## src/rtl/btn_pkg.sv

```systemverilog
// btn_pkg
// Shared definitions for the multi-channel button debouncer.
// Contents:
//   press_state_t  per-channel press FSM encoding (REL, HELD, LONG)
//   tick_div()     clock cycles per sample tick
//   params_ok()    elaboration-time sanity check of the timing parameters
package btn_pkg;

  typedef enum logic [1:0] {
    REL  = 2'd0,
    HELD = 2'd1,
    LONG = 2'd2
  } press_state_t;

  // A zero tick rate is rejected by params_ok(); returning 1 here keeps
  // elaboration from dividing by zero before that check gets to report it.
  function automatic int tick_div(input int clk_hz, input int tick_hz);
    if (tick_hz <= 0) return 1;
    return clk_hz / tick_hz;
  endfunction

  function automatic bit params_ok(input int clk_hz, input int tick_hz,
                                   input int deb_ticks, input int long_ticks,
                                   input int rep_ticks);
    if (tick_hz <= 0 || clk_hz < tick_hz) return 1'b0;
    if ((clk_hz % tick_hz) != 0) return 1'b0;
    if (deb_ticks < 1) return 1'b0;
    if (long_ticks <= deb_ticks) return 1'b0;
    if (rep_ticks < 1) return 1'b0;
    return 1'b1;
  endfunction

endpackage

```

## src/rtl/btn_debounce_ch.sv

```systemverilog
// btn_debounce_ch
// One button channel: 2-FF synchroniser, tick-based stability filter and
// press FSM producing press/release/long/repeat pulses.
// Ports:
//   clk, rst        system clock, synchronous active-high reset
//   tick            one-cycle sample strobe shared by all channels
//   btn             raw asynchronous button input, active-high
//   level           debounced level
//   press_pulse     one-cycle pulse on debounced 0->1
//   release_pulse   one-cycle pulse on debounced 1->0
//   long_pulse      one-cycle pulse when the hold reaches LONG_TICKS
//   repeat_pulse    one-cycle pulse every REP_TICKS while in the long hold
module btn_debounce_ch
  import btn_pkg::*;
#(
  parameter int DEB_TICKS  = 10,
  parameter int LONG_TICKS = 1000,
  parameter int REP_TICKS  = 200,
  parameter bit REP_EN     = 1'b1
) (
  input  logic clk,
  input  logic rst,
  input  logic tick,
  input  logic btn,
  output logic level,
  output logic press_pulse,
  output logic release_pulse,
  output logic long_pulse,
  output logic repeat_pulse
);

  localparam int DW = $clog2(DEB_TICKS + 1);
  localparam int HW = $clog2(LONG_TICKS + 1);
  localparam int RW = $clog2(REP_TICKS + 1);

  localparam logic [DW-1:0] DEB_LAST  = DW'(DEB_TICKS - 1);
  localparam logic [HW-1:0] HOLD_LAST = HW'(LONG_TICKS - 1);
  localparam logic [RW-1:0] REP_LAST  = RW'(REP_TICKS - 1);

  logic          sync_a;
  logic          sample;
  logic [DW-1:0] deb_cnt;
  logic          flip;
  logic          rise;
  logic          fall;

  press_state_t  state;
  press_state_t  state_next;
  logic [HW-1:0] hold_cnt;
  logic [HW-1:0] hold_next;
  logic [RW-1:0] rep_cnt;
  logic [RW-1:0] rep_next;
  logic          long_next;
  logic          repeat_next;

  // The level flips only on the tick that completes DEB_TICKS consecutive
  // differing samples; rise/fall are that same instant seen combinationally,
  // so the FSM and the edge pulses move in the same clock as the level.
  assign flip = tick && (sample != level) && (deb_cnt == DEB_LAST);
  assign rise = flip && sample;
  assign fall = flip && !sample;

  always_ff @(posedge clk) begin
    if (rst) begin
      sync_a        <= 1'b0;
      sample        <= 1'b0;
      level         <= 1'b0;
      deb_cnt       <= '0;
      press_pulse   <= 1'b0;
      release_pulse <= 1'b0;
    end else begin
      sync_a        <= btn;
      sample        <= sync_a;
      press_pulse   <= rise;
      release_pulse <= fall;
      if (sample == level) begin
        deb_cnt <= '0;
      end else if (tick) begin
        if (deb_cnt == DEB_LAST) begin
          level   <= sample;
          deb_cnt <= '0;
        end else begin
          deb_cnt <= deb_cnt + DW'(1);
        end
      end
    end
  end

  always_ff @(posedge clk) begin
    if (rst) begin
      state        <= REL;
      hold_cnt     <= '0;
      rep_cnt      <= '0;
      long_pulse   <= 1'b0;
      repeat_pulse <= 1'b0;
    end else begin
      state        <= state_next;
      hold_cnt     <= hold_next;
      rep_cnt      <= rep_next;
      long_pulse   <= long_next;
      repeat_pulse <= repeat_next;
    end
  end

  // A debounced release is checked before the tick work in HELD and LONG,
  // so a release landing on the same tick as a long/repeat suppresses it.
  // hold_cnt parks at LONG_TICKS once the long pulse has fired.
  always_comb begin
    state_next  = state;
    hold_next   = hold_cnt;
    rep_next    = rep_cnt;
    long_next   = 1'b0;
    repeat_next = 1'b0;
    case (state)
      REL: begin
        if (rise) begin
          state_next = HELD;
          hold_next  = '0;
          rep_next   = '0;
        end
      end
      HELD: begin
        if (fall) begin
          state_next = REL;
          hold_next  = '0;
          rep_next   = '0;
        end else if (tick) begin
          hold_next = hold_cnt + HW'(1);
          if (hold_cnt == HOLD_LAST) begin
            long_next  = 1'b1;
            state_next = LONG;
            rep_next   = '0;
          end
        end
      end
      LONG: begin
        if (fall) begin
          state_next = REL;
          hold_next  = '0;
          rep_next   = '0;
        end else if (tick && REP_EN) begin
          if (rep_cnt == REP_LAST) begin
            repeat_next = 1'b1;
            rep_next    = '0;
          end else begin
            rep_next = rep_cnt + RW'(1);
          end
        end
      end
      default: begin
        state_next = REL;
        hold_next  = '0;
        rep_next   = '0;
      end
    endcase
  end

endmodule

```

## src/rtl/btn_debounce_multi.sv

```systemverilog
// btn_debounce_multi
// N-channel push-button debouncer and event generator. One shared sample
// tick drives N independent channels (sync, filter, press FSM).
// Ports:
//   clk        system clock
//   rst        synchronous active-high reset
//   i_btn      raw asynchronous button inputs, active-high
//   o_level    debounced levels
//   o_press    one-cycle pulse per channel on debounced 0->1
//   o_release  one-cycle pulse per channel on debounced 1->0
//   o_long     one-cycle pulse per channel when the hold reaches LONG_TICKS
//   o_repeat   one-cycle auto-repeat pulses after o_long (channels with REP_EN set)
module btn_debounce_multi
  import btn_pkg::*;
#(
  parameter int               N_BTN      = 4,
  parameter int               CLK_HZ     = 100_000_000,
  parameter int               TICK_HZ    = 1_000,
  parameter int               DEB_TICKS  = 10,
  parameter int               LONG_TICKS = 1000,
  parameter int               REP_TICKS  = 200,
  parameter logic [N_BTN-1:0] REP_EN     = {N_BTN{1'b1}}
) (
  input  logic             clk,
  input  logic             rst,
  input  logic [N_BTN-1:0] i_btn,
  output logic [N_BTN-1:0] o_level,
  output logic [N_BTN-1:0] o_press,
  output logic [N_BTN-1:0] o_release,
  output logic [N_BTN-1:0] o_long,
  output logic [N_BTN-1:0] o_repeat
);

  localparam int TICK_DIV = tick_div(CLK_HZ, TICK_HZ);
  localparam int TW       = $clog2(TICK_DIV + 1);
  localparam logic [TW-1:0] TICK_LAST = TW'(TICK_DIV - 1);

  if (!params_ok(CLK_HZ, TICK_HZ, DEB_TICKS, LONG_TICKS, REP_TICKS)) begin : g_param_check
    $error("btn_debounce_multi: need CLK_HZ %% TICK_HZ == 0, DEB_TICKS >= 1, LONG_TICKS > DEB_TICKS, REP_TICKS >= 1");
  end

  logic [TW-1:0] tick_cnt;
  logic          tick;

  assign tick = (tick_cnt == TICK_LAST);

  // Free-running divider; restarts from zero on reset so all channels share
  // one well-defined tick phase.
  always_ff @(posedge clk) begin
    if (rst) begin
      tick_cnt <= '0;
    end else if (tick) begin
      tick_cnt <= '0;
    end else begin
      tick_cnt <= tick_cnt + TW'(1);
    end
  end

  for (genvar g = 0; g < N_BTN; g++) begin : g_ch
    btn_debounce_ch #(
      .DEB_TICKS  (DEB_TICKS),
      .LONG_TICKS (LONG_TICKS),
      .REP_TICKS  (REP_TICKS),
      .REP_EN     (REP_EN[g])
    ) u_ch (
      .clk           (clk),
      .rst           (rst),
      .tick          (tick),
      .btn           (i_btn[g]),
      .level         (o_level[g]),
      .press_pulse   (o_press[g]),
      .release_pulse (o_release[g]),
      .long_pulse    (o_long[g]),
      .repeat_pulse  (o_repeat[g])
    );
  end

endmodule

```

## config.mk

```make
export PLATFORM = sky130hd
export DESIGN_NAME = btn_debounce_multi
export DESIGN_NICKNAME = d
export VERILOG_FILES = /design/src/rtl/btn_pkg.sv /design/src/rtl/btn_debounce_ch.sv /design/src/rtl/btn_debounce_multi.sv
export SDC_FILE = /design/constraint.sdc
export NUM_CORES = 1
export LEC_CHECK = 0
export CAP_MARGIN = 20
export CORE_AREA = 2 2 146 148
export CTS_BUF_LIST = sky130_fd_sc_hd__clkbuf_8
export DETAILED_ROUTE_END_ITERATION = 12
export DIE_AREA = 0 0 148 150
export DONT_BUFFER_PORTS = 1
export GPL_TIMING_DRIVEN = 0
export HOLD_SLACK_MARGIN = 0.06
export SYNTH_ARGS = -nofsm -noshare
export SYNTH_HDL_FRONTEND = slang
export SYNTH_SLANG_ARGS = --single-unit
```

## constraint.sdc

```tcl
create_clock -name clk -period 2.8 [get_ports clk]
set_input_delay 0.42 -clock clk [delete_from_list [all_inputs] [get_ports clk]]
set_output_delay 0.42 -clock clk [all_outputs]
set_load 0.02 [all_outputs]
```

* After elaboration in Yosys (flattened, before gate mapping)
Index checks and enable logic that the tools add are counted.
** Cells by class
- Multiplexer cells :: 88
- Reductions and logical operators :: 53
- Add/subtract/negate cells :: 13
- Eq/ne operators :: 49
- Bitwise operators :: 13
** Operators by type and width (number)
- two-way mux 8 bit :: 28
- two-way mux 10 bit :: 16
- case mux 10 bit (3 select lines) :: 4
- case mux 8 bit (3 select lines) :: 4
- adder 10 x 1 -> 10 bit, second input constant :: 4
- equality test 10 bit, second input constant :: 4
- two-way mux 2 bit :: 20
- adder 8 x 1 -> 8 bit, second input constant :: 4
- equality test 8 bit, second input constant :: 4
- AND reduction 4 bit :: 8
- OR reduction 4 bit :: 8
- case mux 2 bit (3 select lines) :: 4
- AND reduction 3 bit :: 8
- != test 3 x 1 -> 1 bit, second input constant :: 6
- != test 3 x 2 -> 1 bit, second input constant :: 6
- adder 17 x 1 -> 17 bit, second input constant :: 1
- equality test 17 bit, second input constant :: 1
- adder 4 x 1 -> 4 bit, second input constant :: 4
- equality test 4 bit, second input constant :: 4
- logical AND 1 bit :: 16
- two-way mux 4 bit :: 4
- != test 2 x 1 -> 1 bit, second input constant :: 8
- NOT 1 bit :: 13
- OR reduction 2 bit :: 5
- 7 further kinds :: 32
** Word-level totals
- Output and inout port bits :: 20
- Register bits after elaboration :: 141
- Input bits :: 6
- Logic and storage cells :: 261

* Logic depth before layout (Yosys ltp)
- Depth in word-level cells :: 6
- Depth in mapped cells :: 10

* Cells and area by module
Synthesis repeated with hierarchy kept, for this count alone.
** Second synthesis, totals
- Cells, all modules :: 806
- Area total of the unflattened synthesis :: 6976.7 µm²
** By module, submodules not included
- btn_debounce_ch :: area each 1554.0 µm², sequential area each 620.6 µm², cells each 180, instances 4
- btn_debounce_multi :: area each 760.7 µm², sequential area each 340.3 µm², cells each 86, instances 1

* Worst setup path before layout
Ideal clock, no wire load.
- Kind :: register -> register
- From :: register tick_cnt[0]
- To :: register g_ch[0].u_ch.rep_cnt[3]
- Setup slack :: 0.395 ns
- Data arrival time :: 2.318 ns
- Period minus slack after synthesis :: 2.405 ns
- Library setup time :: 0.087 ns
- Buffers on the path :: 3
- Cell stages (with the launch flop) :: 11
- Path through :: dfxtp_1 -> ha_1 -> and4_1 -> clkbuf_1 -> and2_1 -> and3_1 -> buf_4 -> nand2_4 -> or4_1 -> buf_2 -> o31ai_1
** Between the ends
- Word-level cells in the longest chain between the ends :: 6
- Elaborated cells on any way between the ends :: 13
- Those cells by class :: eq/ne (5); mux (3); reduce/logical (5)
** Ends and longest elaborated chain
- start: declaration :: line btn_debounce_multi.sv:42 : logic [TW-1:0] tick_cnt;
- start signal: assignment :: line btn_debounce_multi.sv:55 : tick_cnt <= tick_cnt + TW'(1);
- equality test 17 bit (*) :: line btn_debounce_multi.sv:45 : assign tick = (tick_cnt == TICK_LAST);
- logical AND 1 bit (2 in series) :: line btn_debounce_ch.sv:59 : assign flip = tick && (sample != level) && (deb_cnt == DEB_LAST);
- logical AND 1 bit (on tied branches) :: line btn_debounce_ch.sv:61, btn_debounce_ch.sv:60
- != test 3 x 1 -> 1 bit (no source line), or another cell as far along
- AND reduction 4 bit (no source line) / case mux 8 bit (3 select lines) (equally long branches)
- end signal: assignment :: line btn_debounce_ch.sv:99 : rep_cnt <= rep_next;
- end: declaration :: line btn_debounce_ch.sv:51 : logic [RW-1:0] rep_cnt;
Mark *: on every way between the ends. The rest lies on a longest branch, timed or not.
A chain may end at the register's enable or synchronous reset.

* Worst setup path in the final report
- From :: register tick_cnt[12]
- To :: register g_ch[0].u_ch.rep_cnt[3]
Same word-level chain as after synthesis.

==> out/metrics.yaml <==
clockBufferDepth: 2
diodes: 0
ys_seq_area_share_pct: 39.7
syn_area_per_cell_um2: 8.05
coreArea_um2: 20700
syn_area_um2: 7100
fin_crit_sh_pct: 95.6
syn_nets: 897
synth-edff-count: 0
via_per_inst: 5.45
first_global_vias: 5813
drtIter0Drc: 469
cts_tree: "done"
grt_pass1_wl_um: 29500
peakVddDrop_mv: 0.187
grt_overflow: 0
crit_path_end_kind: "flop"
n_fill_cell: 2141
status: "complete, no violations"
fmax_ghz: 0.374
crit_type: "flop to flop"
antenna_found_initial: 0
cts_sinks: 141
fp.dieW_um: 148
numCtsBuffers: 17
clk_latency_ns: 0.46
synth_seq_cells: 141
min_period_ns: 2.68
crit_buf_inv: 4
finalSetupViolCount: 0
skew_ns: 0.0149
drc: 0
multi_input_area_um2: 4000
grt_max_degree: 17
drv_cap: 0
worst_path_largest_cell_delay_ns: 0.53
cp-start-kind: "flop"
crit_slowest_cell: "or4_1"
final-seq-area_um2: 2820
slew_headroom_pct: 42.8
final_common_cell: "dfxtp_1"
num_rows: 53
arrival_ns: 3.04
path_cells: "nor4b_4, buf_4, and2_1, buf_4, and3_1, buf_4, nand2_4, or4_1, buf_2, o31ai_1"
dp_hpwl_um: 12700
syn-instance-count: 882
ys.flop_type: "dfxtp_1"
clockRootBuffer: "clkbuf_8"
wirelength_um: 18400
worstMarginPinSlew_ns: 0.851
port_buffers: 0
hold_viol: 0
yosysWarnings: 0
synthArstFlopShare_pct: 0
die_y_um: 150
wl_per_cell_um: 15.4
worstHoldPathType: "primary input to flop"
syn2layout_area_growth_pct: 11.7
power_uw: 3770
drive_gt1_share_pct: 10.3
crit_top_cell: "buf_4"
fin_nets: 918
p_leak_uw: 0.00276
drtPass1Iterations: 5
final_cell_mix: "141 x dfxtp_1, 104 x nor2_1, 80 x o21ai_0, 62 x nand2_1, 57 x a21oi_1"
synth_cell_types: 63
die_area_um2: 22200
io_pins: 26
powerDensity_nw_per_um2: 476
path_delay_family: "simple AND/OR/NAND/NOR gates"
grt_usage_pct: 16.6
required_ns: 3.17
htreeDepth: 4
final_util_pct: 38.3
ant_nets: 0
num_vias: 6491
clk_pin_slew_ns: 0.08
gp_congestion: 0.858
path_max_fanout: 10
timing.final.max_slew_violations: 0
start_util_pct: 34.3
[area by class of cell]
type                            count  share of cell area [%]
Clock buffer                       18                    3.12
Multi-Input combinational cell    671                    50.4
Tap cell                          275                    4.34
Clock inverter                     14                    1.81
Inverter                           18                   0.852
Sequential cell                   141                    35.6
Timing Repair Buffer                4                   0.410
Buffer                             50                    3.50
[per-layer routing]
layer  GRT usage [%]  vias to the layer above  share of wire, %
li1                -                     3229                 -
met3            3.35                       37               4.0
met2            25.6                      145                45
met1            22.2                     3080                49
met5               0                        -                 0
met4            8.24                        0               2.7
[registers in the layout, indices dropped and copies added, names as in the netlist]
name / flops
g_ch.u_ch.state: 8
g_ch.u_ch.release_pulse: 4
tick_cnt: 17
g_ch.u_ch.long_pulse: 4
g_ch.u_ch.press_pulse: 4
g_ch.u_ch.level: 4
g_ch.u_ch.sample: 4
g_ch.u_ch.hold_cnt: 40
g_ch.u_ch.rep_cnt: 32
g_ch.u_ch.repeat_pulse: 4
g_ch.u_ch.sync_a: 4
g_ch.u_ch.deb_cnt: 16
[Yosys cell counts, drive strengths merged, types with 6 or more instances]
cell type	n	share of area (%)
a31oi	8	0.70
a211oi	11	1.2
o31ai	22	2.4
inv	18	0.95
nand3b	7	0.74
o21ai	80	5.6
nand4	22	1.9
xor2	14	1.7
nand3	44	3.1
a21oi	57	4.0
nand2	64	3.5
o211ai	7	0.74
buf	25	2.5
nor2b	27	2.4
and2	8	0.70
nor2	105	5.5
mux2i	6	0.85
clkbuf	27	1.4
or3b	9	1.1
or3	12	1.1
and3	36	3.2
nand4b	6	0.74
nand2b	15	1.3
xnor2	8	0.99
nor3	25	1.8
dfxtp	141	40
and4	8	0.99
ha	9	1.6
[final timing paths]
kind / depth (start not counted) / slack [ns] / endpoint / start
worst max-delay path: 10 / 0.12 / g_ch[0].u_ch.rep_cnt[3]$_SDFFE_PP0P_ / tick_cnt[12]$_SDFF_PP0_
worst min-delay path: 1 / 0.09 / g_ch[3].u_ch.sync_a$_SDFF_PP0_ / i_btn[3]
worst max register to register: 10 / 0.12 / g_ch[0].u_ch.rep_cnt[3]$_SDFFE_PP0P_ / tick_cnt[12]$_SDFF_PP0_
worst min register to register: 1 / 0.45 / g_ch[3].u_ch.sample$_SDFF_PP0_ / g_ch[3].u_ch.sync_a$_SDFF_PP0_
[kinds of logic after synthesis]
| group | count (synthesis) | share of synthesized area [%] |
|---|---|---|
| simple gates | 416 | 31.7 |
| compound gates | 216 | 18.2 |
| flops | 141 | 39.7 |
| buf+inv | 70 | 4.88 |
| xor+xnor | 22 | 2.71 |
| fa+ha+maj | 9 | 1.59 |
| mux | 8 | 1.16 |
[power breakdown]
group          switching (uW)  internal (uW)
Sequential               7.36           2010
Combinational            69.4           26.9
Clock                     845            813
Total                     922           2850
[through the flow]
step	setup TNS [ns]	instance area, um2	setup WS, ns	hold WS (ns)	instances
2_1_floorplan	0	7100	0.395	0.414	882
3_3_place_gp	-2.11	7450	-0.153	0.421	1157
3_5_place_dp	-2.43	7450	-0.171	0.428	1158
4_1_cts	0	7870	0.00859	0.0646	1190
5_1_grt	-0.00837	7930	-0.00821	0.0726	1191
6_report	0	7930	0.123	0.0902	1191
[timing repair]
item | CTS | global route
pin swaps | 0 | 1
endpoints found under the setup margin | 50 | 74
setup buffers | 0 | 1
resized for setup | 5 | 17
hold buffers | 2 | 0
hold endpoints to repair | 2 | 0
No activity file was read; power rests on OpenSTA's default activity.
